<file path="src/rtl/fczlib_metering_event_gen.sv">
// fczlib_metering_event_gen
// Collects per-CU job-completion pulses into a saturating pending counter and
// replays them to the DRM activator as single-cycle metering_event pulses,
// each followed by at least EVENT_GAP idle cycles. Also registers the
// activator's activation_code into per-CU run enables.
//
// Build option: FCZLIB_METER_ACT_GATE_EN
//   defined   - completions are counted only for CUs whose cu_enable bit is set;
//               cu_enable follows activation_code[NUM_CU-1:0] one cycle later.
//   undefined - every completion is counted; cu_enable becomes all ones on the
//               first clock after reset release; activation_code is ignored.
module fczlib_metering_event_gen #(
    parameter int NUM_CU    = 4,
    parameter int CNT_W     = 16,
    parameter int EVENT_GAP = 2
) (
    input  logic              ip_core_aclk,
    input  logic              ip_core_arstn,
    input  logic [NUM_CU-1:0] cu_job_done,
    input  logic [127:0]      activation_code,
    input  logic              clear_overflow,
    output logic              metering_event,
    output logic [NUM_CU-1:0] cu_enable,
    output logic [CNT_W-1:0]  pending_count,
    output logic              overflow
);

    // Four spare bits hold pending + up to 8 completions without wrapping.
    localparam int SUM_W = CNT_W + 4;
    localparam logic [SUM_W-1:0] CNT_MAX = {4'b0000, {CNT_W{1'b1}}};
    localparam int GAP_W = (EVENT_GAP > 1) ? $clog2(EVENT_GAP) : 1;
    localparam logic [GAP_W-1:0] GAP_LOAD = GAP_W'(EVENT_GAP - 1);

    typedef enum logic [1:0] {
        IDLE  = 2'd0,
        PULSE = 2'd1,
        GAP   = 2'd2
    } state_t;

    state_t              state_q, state_d;
    logic [GAP_W-1:0]    gap_cnt_q, gap_cnt_d;
    logic                event_q, event_d;
    logic [CNT_W-1:0]    pending_q, pending_d;
    logic                overflow_q, overflow_d;
    logic [NUM_CU-1:0]   cu_enable_q, cu_enable_d;

    logic [NUM_CU-1:0]   gate_mask;
    logic [NUM_CU-1:0]   accepted;
    logic [SUM_W-1:0]    inc;
    logic                dec;
    logic [SUM_W-1:0]    sum;

    // Only the low NUM_CU bits ever matter, and none of them without the gate.
    logic                unused_act;
    assign unused_act = ^activation_code;

`ifdef FCZLIB_METER_ACT_GATE_EN
    assign gate_mask   = cu_enable_q;
    assign cu_enable_d = activation_code[NUM_CU-1:0];
`else
    assign gate_mask   = {NUM_CU{1'b1}};
    assign cu_enable_d = {NUM_CU{1'b1}};
`endif

    // Per-CU accepted completion: the raw pulse qualified by the gate.
    generate
        for (genvar gi = 0; gi < NUM_CU; gi++) begin : g_accept
            assign accepted[gi] = cu_job_done[gi] & gate_mask[gi];
        end
    endgenerate

    // Popcount of accepted completions this cycle.
    always_comb begin
        inc = '0;
        for (int i = 0; i < NUM_CU; i++) begin
            inc = inc + {{(SUM_W-1){1'b0}}, accepted[i]};
        end
    end

    // Event FSM next state; dec is raised on the IDLE->PULSE transition only,
    // so it never fires while pending is zero and the sum cannot underflow.
    always_comb begin
        state_d   = state_q;
        gap_cnt_d = gap_cnt_q;
        event_d   = 1'b0;
        dec       = 1'b0;
        case (state_q)
            IDLE: begin
                if (pending_q != '0) begin
                    state_d = PULSE;
                    event_d = 1'b1;
                    dec     = 1'b1;
                end
            end
            PULSE: begin
                state_d   = GAP;
                gap_cnt_d = GAP_LOAD;
            end
            GAP: begin
                if (gap_cnt_q == '0) begin
                    state_d = IDLE;
                end else begin
                    gap_cnt_d = gap_cnt_q - 1'b1;
                end
            end
            default: state_d = IDLE;
        endcase
    end

    // Saturating pending counter; a new overflow outranks a same-cycle clear.
    always_comb begin
        sum        = {4'b0000, pending_q} + inc - {{(SUM_W-1){1'b0}}, dec};
        pending_d  = sum[CNT_W-1:0];
        overflow_d = overflow_q;
        if (clear_overflow) begin
            overflow_d = 1'b0;
        end
        if (sum > CNT_MAX) begin
            pending_d  = {CNT_W{1'b1}};
            overflow_d = 1'b1;
        end
    end

    // All state flops, cleared asynchronously so a reset drops the backlog.
    always_ff @(posedge ip_core_aclk or negedge ip_core_arstn) begin
        if (!ip_core_arstn) begin
            state_q     <= IDLE;
            gap_cnt_q   <= '0;
            event_q     <= 1'b0;
            pending_q   <= '0;
            overflow_q  <= 1'b0;
            cu_enable_q <= '0;
        end else begin
            state_q     <= state_d;
            gap_cnt_q   <= gap_cnt_d;
            event_q     <= event_d;
            pending_q   <= pending_d;
            overflow_q  <= overflow_d;
            cu_enable_q <= cu_enable_d;
        end
    end

    assign metering_event = event_q;
    assign cu_enable      = cu_enable_q;
    assign pending_count  = pending_q;
    assign overflow       = overflow_q;

endmodule

</file>
<file path="config.mk">
export PLATFORM = sky130hd
export DESIGN_NAME = fczlib_metering_event_gen
export DESIGN_NICKNAME = d
export VERILOG_FILES = /design/src/rtl/fczlib_metering_event_gen.sv
export SDC_FILE = /design/constraint.sdc
export NUM_CORES = 1
export LEC_CHECK = 0
export CORE_AREA = 2 2 62 64
export CTS_CLUSTER_DIAMETER = 80
export DETAILED_ROUTE_END_ITERATION = 7
export DIE_AREA = 0 0 64 66
export DONT_BUFFER_PORTS = 1
export HOLD_SLACK_MARGIN = 0.05
export PLACE_DENSITY = 0.72
export SLEW_MARGIN = 20
export SYNTH_ARGS = -nofsm -noshare
export SYNTH_HDL_FRONTEND = slang
export SYNTH_SLANG_ARGS = --single-unit
</file>
<file path="constraint.sdc">
create_clock -name ip_core_aclk -period 5.1 [get_ports ip_core_aclk]
set_input_delay 1.02 -clock ip_core_aclk [delete_from_list [all_inputs] [get_ports ip_core_aclk]]
set_output_delay 1.02 -clock ip_core_aclk [all_outputs]
set_load 0.03 [all_outputs]
</file>
## After elaboration in Yosys (flattened, before gate mapping)

Index checks and enable logic that the tools add are counted.

| word-level totals | value |
|---|---|
| bits in registers | 22 |
| input port bits | 135 |
| output and inout bits | 22 |
| logic and storage cells | 32 |

| cells by class | value |
|---|---|
| add/sub/neg operators | 6 |
| $lt $le $gt $ge | 1 |
| equal/unequal tests | 4 |
| multiplexer cells | 10 |
| reductions and logical operators | 5 |

Operators by type and width:

| operator | count |
|---|---|
| $gt 20x16->1 const B | 1 |
| $sub 17x1->18 | 1 |
| $add 16x4->17 | 1 |
| $mux 16 | 1 |
| $reduce_bool 16->1 | 1 |
| $pmux 2 s3 | 1 |
| $mux 1 | 5 |
| $add 3x1->4 | 1 |
| $mux 2 | 2 |
| $ne 2x2->1 const B | 2 |
| $reduce_bool 2->1 | 2 |
| $add 2x1->3 | 1 |
| $add 1x1->2 | 1 |
| $eq 2x1->1 const B | 1 |
| $eq 2x2->1 const B | 1 |
| $logic_not 2->1 | 1 |
| $pmux 1 s2 | 1 |
| $reduce_and 2->1 | 1 |
| $sub 1x1->1 const B | 1 |

## Depth between registers and ports, before layout

| logic depth | value |
|---|---|
| depth in word-level cells | 7 |
| mapped depth | 19 |
| gate-level depth less buffers | 18 |

## Least setup slack after synthesis

OpenSTA, ideal clock, no wires.

| timing path | value |
|---|---|
| path type | register to register |
| from | reg pending_q[15] (netlist: pending_count[15]) |
| to | reg pending_q[10] (netlist: pending_count[10]) |
| setup time | 120 ps |
| arrival time | 4184 ps |
| data required time | 4980 ps |
| path slack | 796 ps |
| cell stages (with the launch flop) | 20 |
| buffers on the path | 1 |
| clock period less this slack | 4304 ps |
| cells stage by stage | dfrtp_1 > inv_1 > ha_1 > nand2_1 > nor4_1 > nor2b_1 > ha_1 > fa_1 > inv_1 > fa_1 > inv_1 > fa_1 > and2b_1 > o31a_1 > a31oi_1 > o31ai_2 > mux2i_1 > a311oi_4 > buf_6 > nand2_1 |

| on the way | value |
|---|---|
| cells in the longest elaborated chain, start to end | 6 |
| elaborated cells on any way between the ends | 7 |
| classes of those cells | 2 x add/sub; 1 x order compare; 3 x mux; 1 x reduce/logical |

RTL lines:

| what | RTL line | text |
|---|---|---|
| from (decl) | 43 | `logic [CNT_W-1:0] pending_q, pending_d;` |
| from (signal assigned) | 137 | `pending_q <= pending_d;` |
| $reduce_bool 16->1 (*) | 89 | `if (pending_q != '0) begin` |
| $mux 1 (*) | 89 |  |
| $mux 1 (*) | 87 | `case (state_q)` |
| net dec | 50 | `logic dec;` |
| $sub 17x1->18 (*) | 112 | `sum = {4'b0000, pending_q} + inc - {{(SUM_W-1){1'b0}}, dec};` |
| $gt 20x16->1 | 118 | `if (sum > CNT_MAX) begin` |
| $mux 16 (*) | 118 |  |
| net pending_d[10] | 43 |  |

Mark *: on every way through the listed nets, which the timed path passes. The rest lies on a longest branch.
A chain may end at the register's enable or synchronous reset.

## Final worst setup path

| timing path | value |
|---|---|
| from | reg pending_q[2] (netlist: pending_count[2]) |
| to | reg pending_q[4] (netlist: pending_count[4]) |

The elaborated chain is that of the path after synthesis.

==> key figures <==
Critical path
  • Crit path max fanout: 17
  • CP Class: register to register
  • Critical Path RT: 5.28 ns
  • Crit start category: register
  • CP max-delay cell: dfrtp_1
  • Critical Path End Type: register
  • Worst path cell trace: inv_1 > ha_1 > nand4_1 > nor4_1 > nor2b_1 > ha_1 > fa_1 > inv_1 > fa_1 > inv_1 > fa_1 > and2b_1 > o31a_1 > a31oi_1 > o31ai_2 > mux2i_1 > a311oi_4 > buf_4 > o21ai_0
  • Crit path largest cell delay: 0.55 ns
  • Worst r2r path cells: 19
  • WP data arrival: 4.89 ns

Finish
  • N_diodes: 0
  • Fillers: 321
  • Layout cell share with drive strength beyond 1: 5.430%
  • Nets: 402
  • Commonest non-fill, non-tap cells in the layout: 42 x ha_1, 36 x inv_1, 23 x nand2_1, 22 x dfrtp_1, 11 x a21oi_1
  • Commonest non-fill, non-tap cell in the layout: ha_1
  • Final Util: 59.16%
  • Area grow syn2layout: 3.196%

Timing
  • Min Tclk post-route: 4.716 ns
  • Actual slew at the worst max-slew pin: 1.041 ns
  • Fmax: 0.2121 GHz
  • Relative slew slack: 30.65%
  • Unrepaired setup endpoints after global routing: no
  • Setup violators final: 0
  • Max-slew violation count: 0
  • Fin Clk Skew: 0.002329 ns
  • Hold_ws: 0.3877 ns
  • Final hold vios: 0
  • Final period utilization: 92.46%
  • Setup_tns: 0 ns

Die
  • Core footprint: 3551 µm²
  • Die H: 66 µm
  • Die width: 64 µm
  • Row count: 22
  • Io pins: 157
  • Initial core utilization: 57.33%
  • Die ar.: 4224 µm²

Power and ir drop
  • Worst vdd ir: 0.4442 mV
  • Leak: 1.137 nW
  • PD cells: 824.3 nW/µm²

Logic synthesis
  • Area of the mapped netlist: 2036 µm²
  • Post-synth EDFFs: 0
  • Xor/xnor cell area share of the yosys netlist: 4.302%
  • Avg Cell Area, Syn: 9.170 µm²
  • Mapped Cells: 222
  • Adder-cell area share of the yosys netlist: 28.76%
  • Ys async rst share: 100.0%
  • Post-synthesis mux area share: 2.581%
  • Yosys warns: 0
  • Main combinational cell family by area after synthesis: adder cells
  • Post-Synth Simple-Gate Area: 10.57%
  • Register area share after synthesis: 27.04%
  • Synth Register Bits: 22
  • Ys flop type: dfrtp_1
  • Post-Syn Nets: 402
  • Distinct cells, synth: 42
  • Compound-Gate Fraction of Synth Area: 17.27%

Run
  • Max cap viols: 0

GRT
  • Met2 usage: 32.68%
  • Antenna violations before repair: 0
  • Vias in the first global route: 1456
  • Largest net degree at the start of global routing: 23
  • GRT Util Overall: 19.43%
  • Met1 Resource Use GR: 25.13%
  • Top Usage Layer GRT: met2
  • GR Util met3: 4.429%
  • GRT Residual Overflow: 0
  • First-pass GRT wire length: 6403 µm

Route
  • DR pass1 iterations: 4
  • DRC: 0
  • Final ANT Viol Nets: 0
  • Vias: 1453
  • Drt via density: 5.401
  • Final Routed Wirelength: 3797 µm
  • Drt first-iter violations: 38
  • Routed wire per std cell: 14.12 µm

Clock network
  • Root buffer cell: clkbuf_4
  • CTS H-tree lvls: 1
  • CTS tree: built
  • Num CTS Buffers: 3
  • Hold buffers post-CTS: 0
  • Worst skew pair latency: 0.30 ns
  • CTS sink cnt: 22
  • Setup Buffers After CTS: 0
  • Clock-pin slew on the worst setup and hold paths: 0.12 ns
  • CTS resizes: 0
  • Clock tree buffer depth: 2

Place
  • Final HPWL DP: 3027 µm
  • Placer Congestion: 0.8351
  • I/O Buffers: 0

Hold path
  • Min-delay worst type: input port to async pin

Outcome
  • Status: completed
path summary, 6_finish.rpt:
| path | slack, ns | endpoint | startpoint |
|---|---|---|---|
| max in group asynchronous | 4.64 | pending_count[12] | ip_core_arstn |
| max | 0.38 | pending_count[4] | pending_count[2] |
| max reg2reg | 0.38 | pending_count[4] | pending_count[2] |
| min | 0.39 | state_q[0] | ip_core_arstn |
| min in group ip_core_aclk | 0.54 | gap_cnt_q | gap_cnt_q |
| min reg2reg | 0.54 | gap_cnt_q | gap_cnt_q |
power breakdown:
part | internal (mW) | switching, mW
clock | 0.0435 | 0.0534
sequential | 0.235 | 0.136
combinational | 0.534 | 0.730
stage by stage:
stage	cells	cell area, µm²	power, mW	setup slack [ns]
final	269	2101	1.732	0.3843
after CTS	269	2101	1.738	0.3375
after floorplan	222	2036	1.395	0.7962
after detailed placement	265	2064	1.622	0.4133
after global routing	269	2101	1.916	0.03016
after global placement	265	2064	1.617	0.4458
metal layers:
| layer | share of wire (%) | wire length (µm) |
|---|---|---|
| met4 | 0.87 | 33 |
| met3 | 6.4 | 244 |
| met1 | 48 | 1804 |
| met5 | 0 | 0 |
| met2 | 45 | 1714 |
cells by family after synthesis:
kind of cell / after synthesis
AND/OR/NAND/NOR: 45
AO/OA/AOI/OAI: 50
other: 1
XOR/XNOR: 10
adder cells (fa/ha/maj): 45
flip-flops: 22
buffers and inverters: 44
multiplexers: 5
synth_stat cells (2+ instances only):
cell type / instances / area share, %
mux2i_1: 3 / 1.5
nand2b_1: 4 / 1.2
o21a_1: 6 / 2.2
clkbuf_2: 2 / 0.49
mux2_2: 2 / 1.1
dfrtp_1: 22 / 27
fa_1: 3 / 3.0
buf_2: 2 / 0.49
buf_4: 3 / 1.1
a31oi_1: 3 / 0.92
o21bai_1: 3 / 1.1
xor2_1: 4 / 1.7
nand4_1: 3 / 0.92
xnor2_1: 6 / 2.6
nor2_1: 3 / 0.55
a21o_1: 6 / 2.2
inv_1: 36 / 6.6
nand2_1: 23 / 4.2
nor2b_1: 2 / 0.61
ha_1: 42 / 26
o21ai_0: 10 / 2.5
nand3_1: 2 / 0.49
nor3_1: 2 / 0.49
a21oi_1: 11 / 2.7
and3_1: 2 / 0.61
sequential cells by signal, indices dropped and copies added (netlist names):
signal / flops
state_q: 2
pending_count: 16
overflow: 1
gap_cnt_q: 1
metering_event: 1
cu_enable: 1
final cells by class:
type                       count  area (µm²)  share of cell area, %
tap                           48       60.06                  2.859
multi-input combinational    156        1296                  61.70
timing repair buffer           3       22.52                  1.072
inverter                      36       135.1                  6.432
clock buffer                   4       36.28                  1.727
sequential                    22       550.5                  26.21
worst max-delay path: cells and delay by family, from the launching register on:
family | cells | cell delay [ns]
flip-flops | 1 | 0.55
multiplexers | 1 | 0.15
AND/OR/NAND/NOR | 4 | 0.82
buffers and inverters | 4 | 0.54
AO/OA/AOI/OAI | 5 | 1.01
adder cells (fa/ha/maj) | 5 | 1.52
No activity file was read; power rests on OpenSTA's default activity.
